**src/rtl/mips_ctrl_pkg.sv**
```systemverilog
// ============================================================================
// mips_ctrl_pkg : opcode/funct values, state encoding and control-field codes
//                 shared by the multi-cycle MIPS controller.
// Revision      : 1.0
// ============================================================================
`default_nettype none

package mips_ctrl_pkg;

    localparam logic [5:0] OP_RTYPE = 6'h00;
    localparam logic [5:0] OP_JAL   = 6'h03;
    localparam logic [5:0] OP_BEQ   = 6'h04;
    localparam logic [5:0] OP_ORI   = 6'h0D;
    localparam logic [5:0] OP_LUI   = 6'h0F;
    localparam logic [5:0] OP_LW    = 6'h23;
    localparam logic [5:0] OP_SW    = 6'h2B;

    localparam logic [5:0] FN_JR    = 6'h08;
    localparam logic [5:0] FN_ADDU  = 6'h21;
    localparam logic [5:0] FN_SUBU  = 6'h23;

    typedef enum logic [2:0] {
        S_FETCH  = 3'd0,
        S_DECODE = 3'd1,
        S_EXEC   = 3'd2,
        S_MEM    = 3'd3,
        S_WB     = 3'd4
    } state_t;

    localparam logic [2:0] ALU_ADD = 3'd0;
    localparam logic [2:0] ALU_SUB = 3'd1;
    localparam logic [2:0] ALU_OR  = 3'd2;
    localparam logic [2:0] ALU_LUI = 3'd3;

    localparam logic [1:0] PCSRC_ALU    = 2'd0;
    localparam logic [1:0] PCSRC_ALUOUT = 2'd1;
    localparam logic [1:0] PCSRC_JUMP   = 2'd2;
    localparam logic [1:0] PCSRC_RS     = 2'd3;

    localparam logic [1:0] REGDST_RT = 2'd0;
    localparam logic [1:0] REGDST_RD = 2'd1;
    localparam logic [1:0] REGDST_RA = 2'd2;

    localparam logic [1:0] MEMTOREG_ALU = 2'd0;
    localparam logic [1:0] MEMTOREG_MDR = 2'd1;
    localparam logic [1:0] MEMTOREG_PC  = 2'd2;

    localparam logic [1:0] ALUB_RT    = 2'd0;
    localparam logic [1:0] ALUB_FOUR  = 2'd1;
    localparam logic [1:0] ALUB_IMM   = 2'd2;
    localparam logic [1:0] ALUB_IMMSH = 2'd3;

    localparam logic EXT_ZERO = 1'b1;
    localparam logic EXT_SIGN = 1'b0;

    // ALU operation for the supported R-type arithmetic (addu/subu).
    function automatic logic [2:0] alu_r_op(input logic [5:0] funct);
        return (funct == FN_SUBU) ? ALU_SUB : ALU_ADD;
    endfunction

endpackage

`default_nettype wire

```
**src/rtl/mc_ctrl_decode.sv**
```systemverilog
// ============================================================================
// mc_ctrl_decode : combinational op/funct -> one-hot instruction class.
// Revision       : 1.0
// ============================================================================
`default_nettype none

module mc_ctrl_decode
    import mips_ctrl_pkg::*;
(
    input  logic [5:0] op_i,
    input  logic [5:0] funct_i,
    output logic       is_alu_r_o,
    output logic       is_ori_o,
    output logic       is_lui_o,
    output logic       is_lw_o,
    output logic       is_sw_o,
    output logic       is_beq_o,
    output logic       is_jal_o,
    output logic       is_jr_o,
    output logic       is_nop_o
);

    logic w_rtype;

    assign w_rtype    = (op_i == OP_RTYPE);
    assign is_alu_r_o = w_rtype && ((funct_i == FN_ADDU) || (funct_i == FN_SUBU));
    assign is_jr_o    = w_rtype && (funct_i == FN_JR);
    assign is_ori_o   = (op_i == OP_ORI);
    assign is_lui_o   = (op_i == OP_LUI);
    assign is_lw_o    = (op_i == OP_LW);
    assign is_sw_o    = (op_i == OP_SW);
    assign is_beq_o   = (op_i == OP_BEQ);
    assign is_jal_o   = (op_i == OP_JAL);

    // Anything unrecognised (bad opcode or R-type with unknown funct) runs as a nop.
    assign is_nop_o   = !(is_alu_r_o || is_jr_o || is_ori_o || is_lui_o ||
                          is_lw_o || is_sw_o || is_beq_o || is_jal_o);

endmodule

`default_nettype wire

```
**src/rtl/multicycle_ctrl.sv**
```systemverilog
// ============================================================================
// multicycle_ctrl : multi-cycle MIPS control FSM (FETCH/DECODE/EXEC/MEM/WB)
//                   driving the shared datapath's enables and selects.
// Revision        : 1.0
// ============================================================================
`default_nettype none

module multicycle_ctrl
    import mips_ctrl_pkg::*;
#(
    parameter bit MEM_HANDSHAKE = 1'b1
) (
    input  logic       clk,
    input  logic       reset,
    input  logic [5:0] op,
    input  logic [5:0] funct,
    input  logic       zero,
    input  logic       mem_ready,
    output logic       PCWrite,
    output logic [1:0] PCSrc,
    output logic       IRWrite,
    output logic       RegWrite,
    output logic [1:0] RegDst,
    output logic [1:0] MemtoReg,
    output logic       MemWrite,
    output logic       ALUSrcA,
    output logic [1:0] ALUSrcB,
    output logic [2:0] ALUOp,
    output logic       ExtOp,
    output logic       instr_done,
    output logic [2:0] state
);

    state_t state_q;
    state_t state_d;

    logic is_alu_r, is_ori, is_lui, is_lw, is_sw, is_beq, is_jal, is_jr, is_nop;
    logic mem_go;

    mc_ctrl_decode u_decode (
        .op_i       (op),
        .funct_i    (funct),
        .is_alu_r_o (is_alu_r),
        .is_ori_o   (is_ori),
        .is_lui_o   (is_lui),
        .is_lw_o    (is_lw),
        .is_sw_o    (is_sw),
        .is_beq_o   (is_beq),
        .is_jal_o   (is_jal),
        .is_jr_o    (is_jr),
        .is_nop_o   (is_nop)
    );

    assign mem_go = MEM_HANDSHAKE ? mem_ready : 1'b1;
    assign state  = state_q;

    always_ff @(posedge clk or posedge reset) begin
        if (reset) begin
            state_q <= S_FETCH;
        end else begin
            state_q <= state_d;
        end
    end

    // Outputs are gated by reset so an in-flight instruction can't write anything.
    always_comb begin
        state_d    = state_q;
        PCWrite    = 1'b0;
        PCSrc      = PCSRC_ALU;
        IRWrite    = 1'b0;
        RegWrite   = 1'b0;
        RegDst     = REGDST_RT;
        MemtoReg   = MEMTOREG_ALU;
        MemWrite   = 1'b0;
        ALUSrcA    = 1'b0;
        ALUSrcB    = ALUB_RT;
        ALUOp      = ALU_ADD;
        ExtOp      = EXT_SIGN;
        instr_done = 1'b0;

        if (!reset) begin
            case (state_q)
                S_FETCH: begin
                    IRWrite = 1'b1;
                    PCWrite = 1'b1;
                    PCSrc   = PCSRC_ALU;
                    ALUSrcA = 1'b0;
                    ALUSrcB = ALUB_FOUR;
                    ALUOp   = ALU_ADD;
                    state_d = S_DECODE;
                end

                S_DECODE: begin
                    ALUSrcA = 1'b0;
                    ALUSrcB = ALUB_IMMSH;
                    ExtOp   = EXT_SIGN;
                    ALUOp   = ALU_ADD;
                    if (is_jal) begin
                        RegWrite   = 1'b1;
                        RegDst     = REGDST_RA;
                        MemtoReg   = MEMTOREG_PC;
                        PCWrite    = 1'b1;
                        PCSrc      = PCSRC_JUMP;
                        instr_done = 1'b1;
                        state_d    = S_FETCH;
                    end else if (is_nop) begin
                        instr_done = 1'b1;
                        state_d    = S_FETCH;
                    end else begin
                        state_d = S_EXEC;
                    end
                end

                S_EXEC: begin
                    state_d = S_FETCH;
                    if (is_alu_r) begin
                        ALUSrcA = 1'b1;
                        ALUSrcB = ALUB_RT;
                        ALUOp   = alu_r_op(funct);
                        state_d = S_WB;
                    end else if (is_jr) begin
                        PCWrite    = 1'b1;
                        PCSrc      = PCSRC_RS;
                        instr_done = 1'b1;
                    end else if (is_ori) begin
                        ALUSrcA = 1'b1;
                        ALUSrcB = ALUB_IMM;
                        ExtOp   = EXT_ZERO;
                        ALUOp   = ALU_OR;
                        state_d = S_WB;
                    end else if (is_lui) begin
                        ALUSrcB = ALUB_IMM;
                        ExtOp   = EXT_ZERO;
                        ALUOp   = ALU_LUI;
                        state_d = S_WB;
                    end else if (is_lw || is_sw) begin
                        ALUSrcA = 1'b1;
                        ALUSrcB = ALUB_IMM;
                        ExtOp   = EXT_SIGN;
                        ALUOp   = ALU_ADD;
                        state_d = S_MEM;
                    end else if (is_beq) begin
                        ALUSrcA    = 1'b1;
                        ALUSrcB    = ALUB_RT;
                        ALUOp      = ALU_SUB;
                        PCSrc      = PCSRC_ALUOUT;
                        PCWrite    = zero;
                        instr_done = 1'b1;
                    end else begin
                        instr_done = 1'b1;
                    end
                end

                S_MEM: begin
                    if (is_sw) begin
                        MemWrite = 1'b1;
                        if (mem_go) begin
                            instr_done = 1'b1;
                            state_d    = S_FETCH;
                        end
                    end else if (is_lw) begin
                        if (mem_go) begin
                            state_d = S_WB;
                        end
                    end else begin
                        instr_done = 1'b1;
                        state_d    = S_FETCH;
                    end
                end

                S_WB: begin
                    RegWrite   = 1'b1;
                    instr_done = 1'b1;
                    state_d    = S_FETCH;
                    if (is_alu_r) begin
                        RegDst = REGDST_RD;
                    end else if (is_lw) begin
                        MemtoReg = MEMTOREG_MDR;
                    end
                end

                default: begin
                    state_d = S_FETCH;
                end
            endcase
        end
    end

endmodule

`default_nettype wire
```
**config.mk**
```make
export PLATFORM = sky130hd
export DESIGN_NAME = multicycle_ctrl
export DESIGN_NICKNAME = d
export VERILOG_FILES = /design/src/rtl/mips_ctrl_pkg.sv /design/src/rtl/mc_ctrl_decode.sv /design/src/rtl/multicycle_ctrl.sv
export SDC_FILE = /design/constraint.sdc
export NUM_CORES = 1
export LEC_CHECK = 0
export CORE_AREA = 8 8 51 53
export DETAILED_ROUTE_END_ITERATION = 10
export DIE_AREA = 0 0 59 61
export HOLD_SLACK_MARGIN = 0.1
export PLACE_DENSITY = 0.76
export SYNTH_ARGS = -nofsm -noshare
export SYNTH_HDL_FRONTEND = slang
export SYNTH_SLANG_ARGS = --single-unit
```
**constraint.sdc**
```tcl
create_clock -name clk -period 3.7 [get_ports clk]
set_input_delay 0.925 -clock clk [delete_from_list [all_inputs] [get_ports clk]]
set_output_delay 0.925 -clock clk [all_outputs]
set_load 0.005 [all_outputs]
```
**Word level (Yosys, flattened, before mapping)**

Index checks and enable logic that the tools add are counted.

- Bits in registers: 3
- Logic and storage cells: 117

- Equal/unequal tests: 15
- Mux-type cells: 86
- Bitwise gates (word level): 1
- Reductions and logical operators: 14

Operators by type and width:

| operator | number |
|---|---|
| $mux 1 | 49 |
| $mux 2 | 21 |
| $eq 6x6->1 const B | 4 |
| $mux 3 | 8 |
| $eq 6x4->1 const B | 3 |
| $pmux 2 s2 | 3 |
| $pmux 3 s4 | 1 |
| $logic_or 1x1->1 | 9 |
| $eq 3x2->1 const B | 2 |
| $eq 6x2->1 const B | 1 |
| $eq 6x3->1 const B | 1 |
| $logic_not 6->1 | 1 |
| $ne 3x3->1 const B | 2 |
| $pmux 2 s3 | 1 |
| $pmux 1 s4 | 1 |
| $eq 3x1->1 const B | 1 |
| $eq 3x3->1 const B | 1 |
| $logic_not 3->1 | 1 |
| $pmux 1 s3 | 1 |
| $reduce_and 3->1 | 1 |
| $logic_and 1x1->1 | 2 |
| $pmux 1 s2 | 1 |
| $not 1->1 | 1 |

**Longest topological paths before layout**

Gate-level depths: netlist (run 1).

- Word-level depth: 14
- Gate-level depth with buffers: 6

**Hierarchy**

Synthesis (run 1) repeated with hierarchy kept, for this count alone.

- Cell total of the unflattened synthesis: 101
- Area total of the unflattened synthesis: 737.0 um^2

Modules (own cells, without submodules):

| module | times used | cells each | area each (um^2) |
|---|---|---|---|
| multicycle_ctrl | 1 | 76 | 573.0 |
| mc_ctrl_decode | 1 | 25 | 163.9 |

**Worst setup path after synthesis (run 1)**

Ideal clock, no wire load.

- Path type: input to output
- From: input port op[0]
- To: output port ALUSrcB[1]
- Arrival: 2442 ps
- Required time: 2775 ps
- Slack: 333 ps
- Stages: 6
- Path buffers: 2
- Cells stage by stage: clkbuf_1 or3_1 or4_4 buf_6 nor3b_1 o21ba_1

- Cells in the longest elaborated chain, start to end: 9

RTL lines:

| what | RTL line | RTL |
|---|---|---|
| start, declared | multicycle_ctrl.sv:15 | `input logic [5:0] op,` |
| $eq 6x6->1 (on tied branches) | mc_ctrl_decode.sv:30, mc_ctrl_decode.sv:31 |  |
| $logic_or 1x1->1 | multicycle_ctrl.sv:136 | `end else if (is_lw \|\| is_sw) begin` |
| $mux 2 | multicycle_ctrl.sv:136 |  |
| $mux 2 | multicycle_ctrl.sv:131 | `end else if (is_lui) begin` |
| $mux 2 | multicycle_ctrl.sv:125 | `end else if (is_ori) begin` |
| $mux 2 | multicycle_ctrl.sv:121 | `end else if (is_jr) begin` |
| $mux 2 * | multicycle_ctrl.sv:116 | `if (is_alu_r) begin` |
| $pmux 2 s3 * | multicycle_ctrl.sv:82 | `case (state_q)` |
| $mux 2 * | multicycle_ctrl.sv:81 | `if (!reset) begin` |
| end, declared | multicycle_ctrl.sv:27 | `output logic [1:0] ALUSrcB,` |

Every way passes the cells marked *; elsewhere a longest branch is shown, timed or not.

**Final worst setup path (run 1)**

- From: input port funct[1]
- To: output port instr_done

- Cells in the longest elaborated chain, start to end: 14

RTL lines:

| what | RTL line | RTL |
|---|---|---|
| start, declared | multicycle_ctrl.sv:16 | `input logic [5:0] funct,` |
| $eq 6x6->1 | mc_ctrl_decode.sv:26 | `assign is_alu_r_o = w_rtype && ((funct_i == FN_ADDU) \|\| (funct_i == FN_SUBU));` |
| $logic_or 1x1->1 | mc_ctrl_decode.sv:26 |  |
| $logic_and 1x1->1 | mc_ctrl_decode.sv:26 |  |
| $logic_or 1x1->1 (4 in series) | mc_ctrl_decode.sv:36 | `assign is_nop_o = !(is_alu_r_o \|\| is_jr_o \|\| is_ori_o \|\| is_lui_o \|\|` |
| $logic_or 1x1->1 (3 in series) | mc_ctrl_decode.sv:37 | `is_lw_o \|\| is_sw_o \|\| is_beq_o \|\| is_jal_o);` |
| $mux 1 | multicycle_ctrl.sv:106 | `end else if (is_nop) begin` |
| $mux 1 | multicycle_ctrl.sv:98 | `if (is_jal) begin` |
| $pmux 1 s4 * | multicycle_ctrl.sv:82 |  |
| $mux 1 * | multicycle_ctrl.sv:81 |  |
| end, declared | multicycle_ctrl.sv:30 | `output logic instr_done,` |

Marked as above.

==> results of run 1 <==
[cell usage in the layout (no fill, tap or decap), drive strengths merged, types with 2 or more instances in the layout]
master / count
nor3: 5
and3: 3
o21ai: 5
inv: 4
clkdlybuf4s15: 2
and3b: 2
a21o: 2
or4: 2
and4b: 2
nor4: 2
a311oi: 2
nor2b: 2
dfrtp: 3
clkbuf: 6
or3: 3
a21oi: 4
dlygate4sd2: 10
nand4: 3
o211ai: 2
nand2: 8
nor3b: 3
nand3b: 2
clkdlybuf4s50: 16
buf: 24
nand3: 7
nor2: 9
[final cells by class]
cell class,count,area (um2)
Tap cell,27,33.8
Timing Repair Buffer,54,453
Sequential cell,3,75.1
Fill cell,166,706
Multi-Input combinational cell,80,533
Inverter,4,15.0
Clock buffer,4,26.3
[per-layer routing]
| layer | global-route usage, % | vias up | share of wire, % | wire length [um] |
|---|---|---|---|---|
| li1 | - | 460 | - | - |
| met1 | 17.6 | 465 | 38 | 1030 |
| met2 | 28.5 | 42 | 53 | 1420 |
| met3 | 2.75 | 8 | 6.8 | 183 |
| met4 | 5.12 | 0 | 2.3 | 63 |
| met5 | 0 | - | 0 | 0 |
[kinds of logic (layout without fill, tap and decap cells)]
kind of cell,after synthesis,in the layout,synth area share (%)
buf+inv,13,62,9.98
xor+xnor,1,1,1.37
compound gates,24,24,27.0
simple gates,54,54,49.3
other cells,1,1,0.587
flops,3,3,11.7
[worst paths after layout]
| check | cells after the start | end | slack [ps] | from |
|---|---|---|---|---|
| max reg2reg | 4 | state[2] | 1920 | state[1] |
| max | 6 | instr_done | 50 | funct[1] |
| min in group asynchronous | 3 | state[0] | 1280 | reset |
| max in group asynchronous | 3 | state[1] | 2320 | reset |
| min reg2reg | 1 | state[0] | 760 | state[0] |
| min | 1 | state[0] | 760 | state[0] |
[power by group through the flow]
stage	sequential, mW	clock (mW)	combinational (mW)
after detailed placement	0.0430	0	0.0880
after global placement	0.0424	0	0.0860
after CTS	0.0426	0.0590	0.0840
after floorplan	0.0374	0	0.0393
final	0.0429	0.0595	0.0841
after global routing	0.0433	0.0671	0.0922
[repair_timing]
item | CTS | global route
pin swaps | 6 | 4
setup endpoints to repair | 13 | 7
hold endpoints to repair | 0 | 0
setup buffers | 1 | 0
resized for setup | 44 | 4
[through the flow]
stage	setup TNS, ps	cell area (um2)
5_1_grt	-50.8	1140
4_1_cts	0	1140
3_3_place_gp	-4440	1110
6_report	0	1140
2_1_floorplan	0	639
3_5_place_dp	-4690	1110
==> out/results.md, run 1 <==
GRT
* largest net degree at the start of global routing: 18
* leftover overflow at the end of global routing: 0
* vias in the first global route: 970
* GRT Util Overall: 15.5%
* global-route wire length before repair: 4.50 mm
* number of antenna violations at the first check in global routing: 0

Power
* maximum resistive drop on vdd: 0.0000976 V
* Switching Fraction: 34.9%
* Leakage: 0.510 nW
* overall power of the completed layout: 187 uW
* Power Internal: 122 uW
* P_sw: 65.0 uW
* power per unit of standard cell area: 164 mW/mm2
* sequential group share of total power: 23.0%
* combinational power share: 45.1%
* relative contribution of the clock network to total power: 31.9%

Layout
* Finished Core Util: 61.7%
* flip-flop count of the largest register, all copies and words added: 3
* antenna cell count: 0
* net count reported at finish: 162
* number of standard cells in the layout, taps in and fillers out: 172
* Area Overhead vs Synth: 77.7%
* fraction of layout cells with a size suffix above 1: 27.6%

Timing
* setup clock skew after layout: 0.752 ps
* least setup slack across all paths after layout: 48.1 ps
* number of max-slew violations in the final report: 0
* relative slew slack: 49.1%
* highest clock rate: 274 MHz
* count of final setup violators: 0
* pin slew with the least headroom to its limit: 763 ps
* final worst-path cycle share: 98.7%
* clock period minus worst slack: 3650 ps
* Worst Hold Margin: 760 ps
* RSZ-0062 raised after global routing: yes
* Hold Violations, Final: 0

Floorplan
* Core Region: 0.00184 mm2
* Initial Utilization: 34.7%
* Die Span Y: 61 um
* die width: 59 um
* top-level I/O count: 37
* number of cell rows: 16
* die area: 0.00360 mm2

Synthesis
* Commonest cells post-synth: nor2_1 (9), nand2_1 (8), nand3_1 (7), clkbuf_1 (6)
* Warnings, synthesis: 0
* net count after synthesis: 112
* area share of the largest cell type after synthesis: 11.7%
* post-synthesis instance area: 639 um2
* leading cell types by total area after synthesis: dfrtp_1 (12%), nand3_1 (5.5%), nor2_1 (5.3%)
* cell type with the largest total area after synthesis: dfrtp_1
* Mean Syn Cell Area: 6.66 um2
* Async SR Flop Fraction: 100%
* top flip-flop cell by instance count after synthesis: dfrtp_1
* number of instances in the synthesized netlist: 96
* Distinct cells, synth: 36
* post-synthesis sequential element count: 3
* proportion of synthesized chip area in sequential cells: 11.7%
* number of flops mapped to enable cells by yosys: 0
* most instantiated library cell after synthesis: nor2_1

Setup path
* Slowest Stage Delay on Critical Path: 550 ps
* CP startpoint kind: input pin
* required time reported for the critical path endpoint: 2770 ps
* kind of critical path: in -> out
* critical path's slowest cell: or4b_4
* Critical Path, Cell by Cell: clkdlybuf4s50_1, or4b_4, a2111o_1, nand4_1, a31oi_1, buf_2
* endpoint type of the worst setup path: primary output
* count of buffering cells on the critical path with inverters included: 2
* category of cells accounting for the largest share of critical-path delay: simple AND/OR/NAND/NOR gates
* crit path DAT: 2730 ps
* crit path max fanout: 2

Status
* result of the run: completed

Detailed routing
* number of vias per cell: 5.67
* total routed wirelength: 2.71 mm
* remaining antenna violation count: 0
* vias post-DR: 975
* DRC violation count after routing: 0
* length of the first detailed-routing pass in iterations: 4
* number of DRC markers after the initial detailed-route iteration: 51
* post-detailed-route wirelength per cell: 15.7 um

Clocking
* buffer depth of the longest clock path: 2
* number of buffers added by the clock tree synthesis step: 3
* clock-pin slew on the worst setup and hold paths: 40 ps
* CTS hold repair buffers: 0
* number of clock sinks seen by CTS: 3
* CTS Root Cell: clkbuf_4
* H-tree depth: 1
* clock latency at the later pin of the worst-skew pair: 240 ps
* clock tree from TritonCTS: built

Run
* number of max-cap violations: 0

Placement
* Final GP Congestion: 0.863
* hpwl dp: 2.06 mm
* worst slack at placement: -516 ps
* Port-buffer cells: 35
* number of placed instances, taps included: 167

Min path
* Hold Path Class: reg -> reg

(Power assumes the default switching activity.)
==> run 2, diff against run 1 <==
- CORE_AREA: 8 8 51 53 -> 8 8 52 54
- DIE_AREA: 0 0 59 61 -> 0 0 60 62
- PLACE_DENSITY: 0.76 -> 0.73
==> run 2 against run 1 <==
Net effect:
- global-route usage fell by 2.2 points
- die area is 3.4% higher
- core utilization up 0.22 points
- cell count increased by 1.2%
- first-iteration DRC count down 51%
- non-clock buffer count is 2 higher
- setup slack improved by 3.3 ps
- design area is 3.6% higher
- count of clock-buffer cells in the layout unchanged
- via count decreased by 4.4%
- sequential power fell by 2%
- clock power is 3% lower
- critical path type unchanged
- highest routed layer is now met3
==> out/results.md, run 2 (synthesis results as in run 1) <==
Setup path
* cell seen most often among critical-path stages: or4_4
* CP startpoint kind: input pin
* category of cells accounting for the largest share of critical-path delay: simple AND/OR/NAND/NOR gates
* required time reported for the critical path endpoint: 2770 ps
* kind of critical path: in -> out
* Critical Path, Cell by Cell: clkdlybuf4s15_1, or4_4, or4_4, nor3b_2, o21ba_1, buf_2
* count of buffering cells on the critical path with inverters included: 2
* crit path DAT: 2720 ps
* endpoint type of the worst setup path: primary output
* Slowest Stage Delay on Critical Path: 570 ps
* critical path's slowest cell: or4_4
* crit path max fanout: 5

Clocking
* CTS hold repair buffers: 0
* clock-pin slew on the worst setup and hold paths: 40 ps
* H-tree depth: 1
* clock tree from TritonCTS: built
* number of clock sinks seen by CTS: 3
* clock latency at the later pin of the worst-skew pair: 230 ps
* number of buffers added by the clock tree synthesis step: 3
* buffer depth of the longest clock path: 2
* CTS Root Cell: clkbuf_4

Detailed routing
* DRC violation count after routing: 0
* post-detailed-route wirelength per cell: 14.5 um
* length of the first detailed-routing pass in iterations: 4
* total routed wirelength: 2.53 mm
* vias post-DR: 932
* remaining antenna violation count: 0
* number of vias per cell: 5.36
* number of DRC markers after the initial detailed-route iteration: 25

Placement
* Port-buffer cells: 35
* hpwl dp: 1.99 mm
* worst slack at placement: -483 ps
* Final GP Congestion: 0.888
* post-detailed-placement cell area: 0.00112 mm2
* number of placed instances, taps included: 168

GRT
* largest net degree at the start of global routing: 18
* leftover overflow at the end of global routing: 0
* vias in the first global route: 896
* GRT Util Overall: 13.4%
* number of antenna violations at the first check in global routing: 0
* global-route wire length before repair: 3.95 mm

Power
* power per unit of standard cell area: 159 mW/mm2
* overall power of the completed layout: 187 uW
* maximum resistive drop on vdd: 0.000153 V
* Leakage: 0.528 nW

Timing
* least setup slack across all paths after layout: 51.4 ps
* highest clock rate: 274 MHz
* number of max-slew violations in the final report: 0
* count of final setup violators: 0
* Worst Hold Margin: 725 ps
* pin slew with the least headroom to its limit: 719 ps
* final worst-path cycle share: 98.6%
* final sum of negative setup slack: 0 ps
* setup clock skew after layout: 0.879 ps
* Hold Violations, Final: 0
* relative slew slack: 51.9%
* clock period minus worst slack: 3650 ps

Floorplan
* top-level I/O count: 37
* Initial Utilization: 33.6%
* number of cell rows: 16
* die width: 60 um
* Die Span Y: 62 um
* Core Region: 0.00190 mm2
* die area: 0.00372 mm2

Status
* result of the run: completed

Layout
* number of standard cells in the layout, taps in and fillers out: 174
* fraction of layout cells with a size suffix above 1: 34.0%
* Area Overhead vs Synth: 84.1%
* Post-Layout Inst Area: 0.00118 mm2
* highest-count cells in the layout ignoring fill and taps: buf_4 (20), clkdlybuf4s50_1 (18), nand2_1 (8), nor2_1 (8)
* Finished Core Util: 61.9%
* flip-flop count of the largest register, all copies and words added: 3
* fill cell instance count of the final layout: 169
* area occupied by multi-input gates: 561 um2
* net count reported at finish: 164
* commonest non-fill, non-tap cell in the layout: buf_4
* antenna cell count: 0
* area taken by flip-flops and latches: 75.1 um2

Min path
* Hold Path Class: reg -> reg

Run
* number of max-cap violations: 0

==> run 2: changes by cell type in the layout (fill, tap and decap cells not counted), moves of 2 or more <==
cell,before,now
nand3_2,0,2
clkdlybuf4s50_1,16,18
nor3_1,5,3
buf_4,17,20
nand3_1,7,5
dlymetal6s2s_1,0,2
clkbuf_2,2,4
nor3_2,0,2
dlygate4sd2_1,10,4
==> run 2: routing by layer <==
| metal | routed length (um) | global-route usage, % | up-vias | share of wire (%) |
|---|---|---|---|---|
| met1 | 1120 | 15.4 | 438 | 44 |
| met3 | 123 | 2.26 | 0 | 4.9 |
| met4 | 0 | 2.72 | 0 | 0 |
| met5 | 0 | 0 | - | 0 |
| met2 | 1280 | 25.1 | 28 | 51 |
| li1 | - | - | 466 | - |
==> run 2: report_power, final <==
group	total (mW)	internal (mW)	leakage (nW)	switching (mW)
logic	0.0870	0.0482	0.473	0.0388
registers	0.0421	0.0352	0.0398	0.00684
clock network	0.0578	0.0404	0.0150	0.0173
total	0.187	0.124	0.528	0.0630
==> run 2: cell type report <==
class	count	share of cell area [%]
repair buffers	56	39.6
clock buffers	4	2.23
inverters	4	1.28
flip-flops and latches	3	6.38
multi-input cells	80	47.6
well taps	27	2.87
==> run 2: worst reg2reg max path, delay by kind of cell, from the launching register on <==
kind,cells,cell delay [ps]
and+or+nand+nor,2,850
DFF,1,530
AOI/OAI and AO/OA,2,260
==> run 2: repair_timing <==
action                     CTS  global route
buffers inserted             1             1
gates resized for setup     38            20
setup endpoints to repair   15            13
pin swaps                    5             4
==> run 2: path summary, 6_finish.rpt <==
kind	start	to	slack, ps	depth (start not counted)
setup / recovery	op[5]	ALUSrcB[1]	50	6
hold / removal	state[0]	state[0]	720	1
setup reg to reg	state[2]	state[2]	2000	4
hold reg to reg	state[0]	state[0]	720	1
max in group asynchronous	reset	state[1]	2400	2
min in group asynchronous	reset	state[2]	1070	2
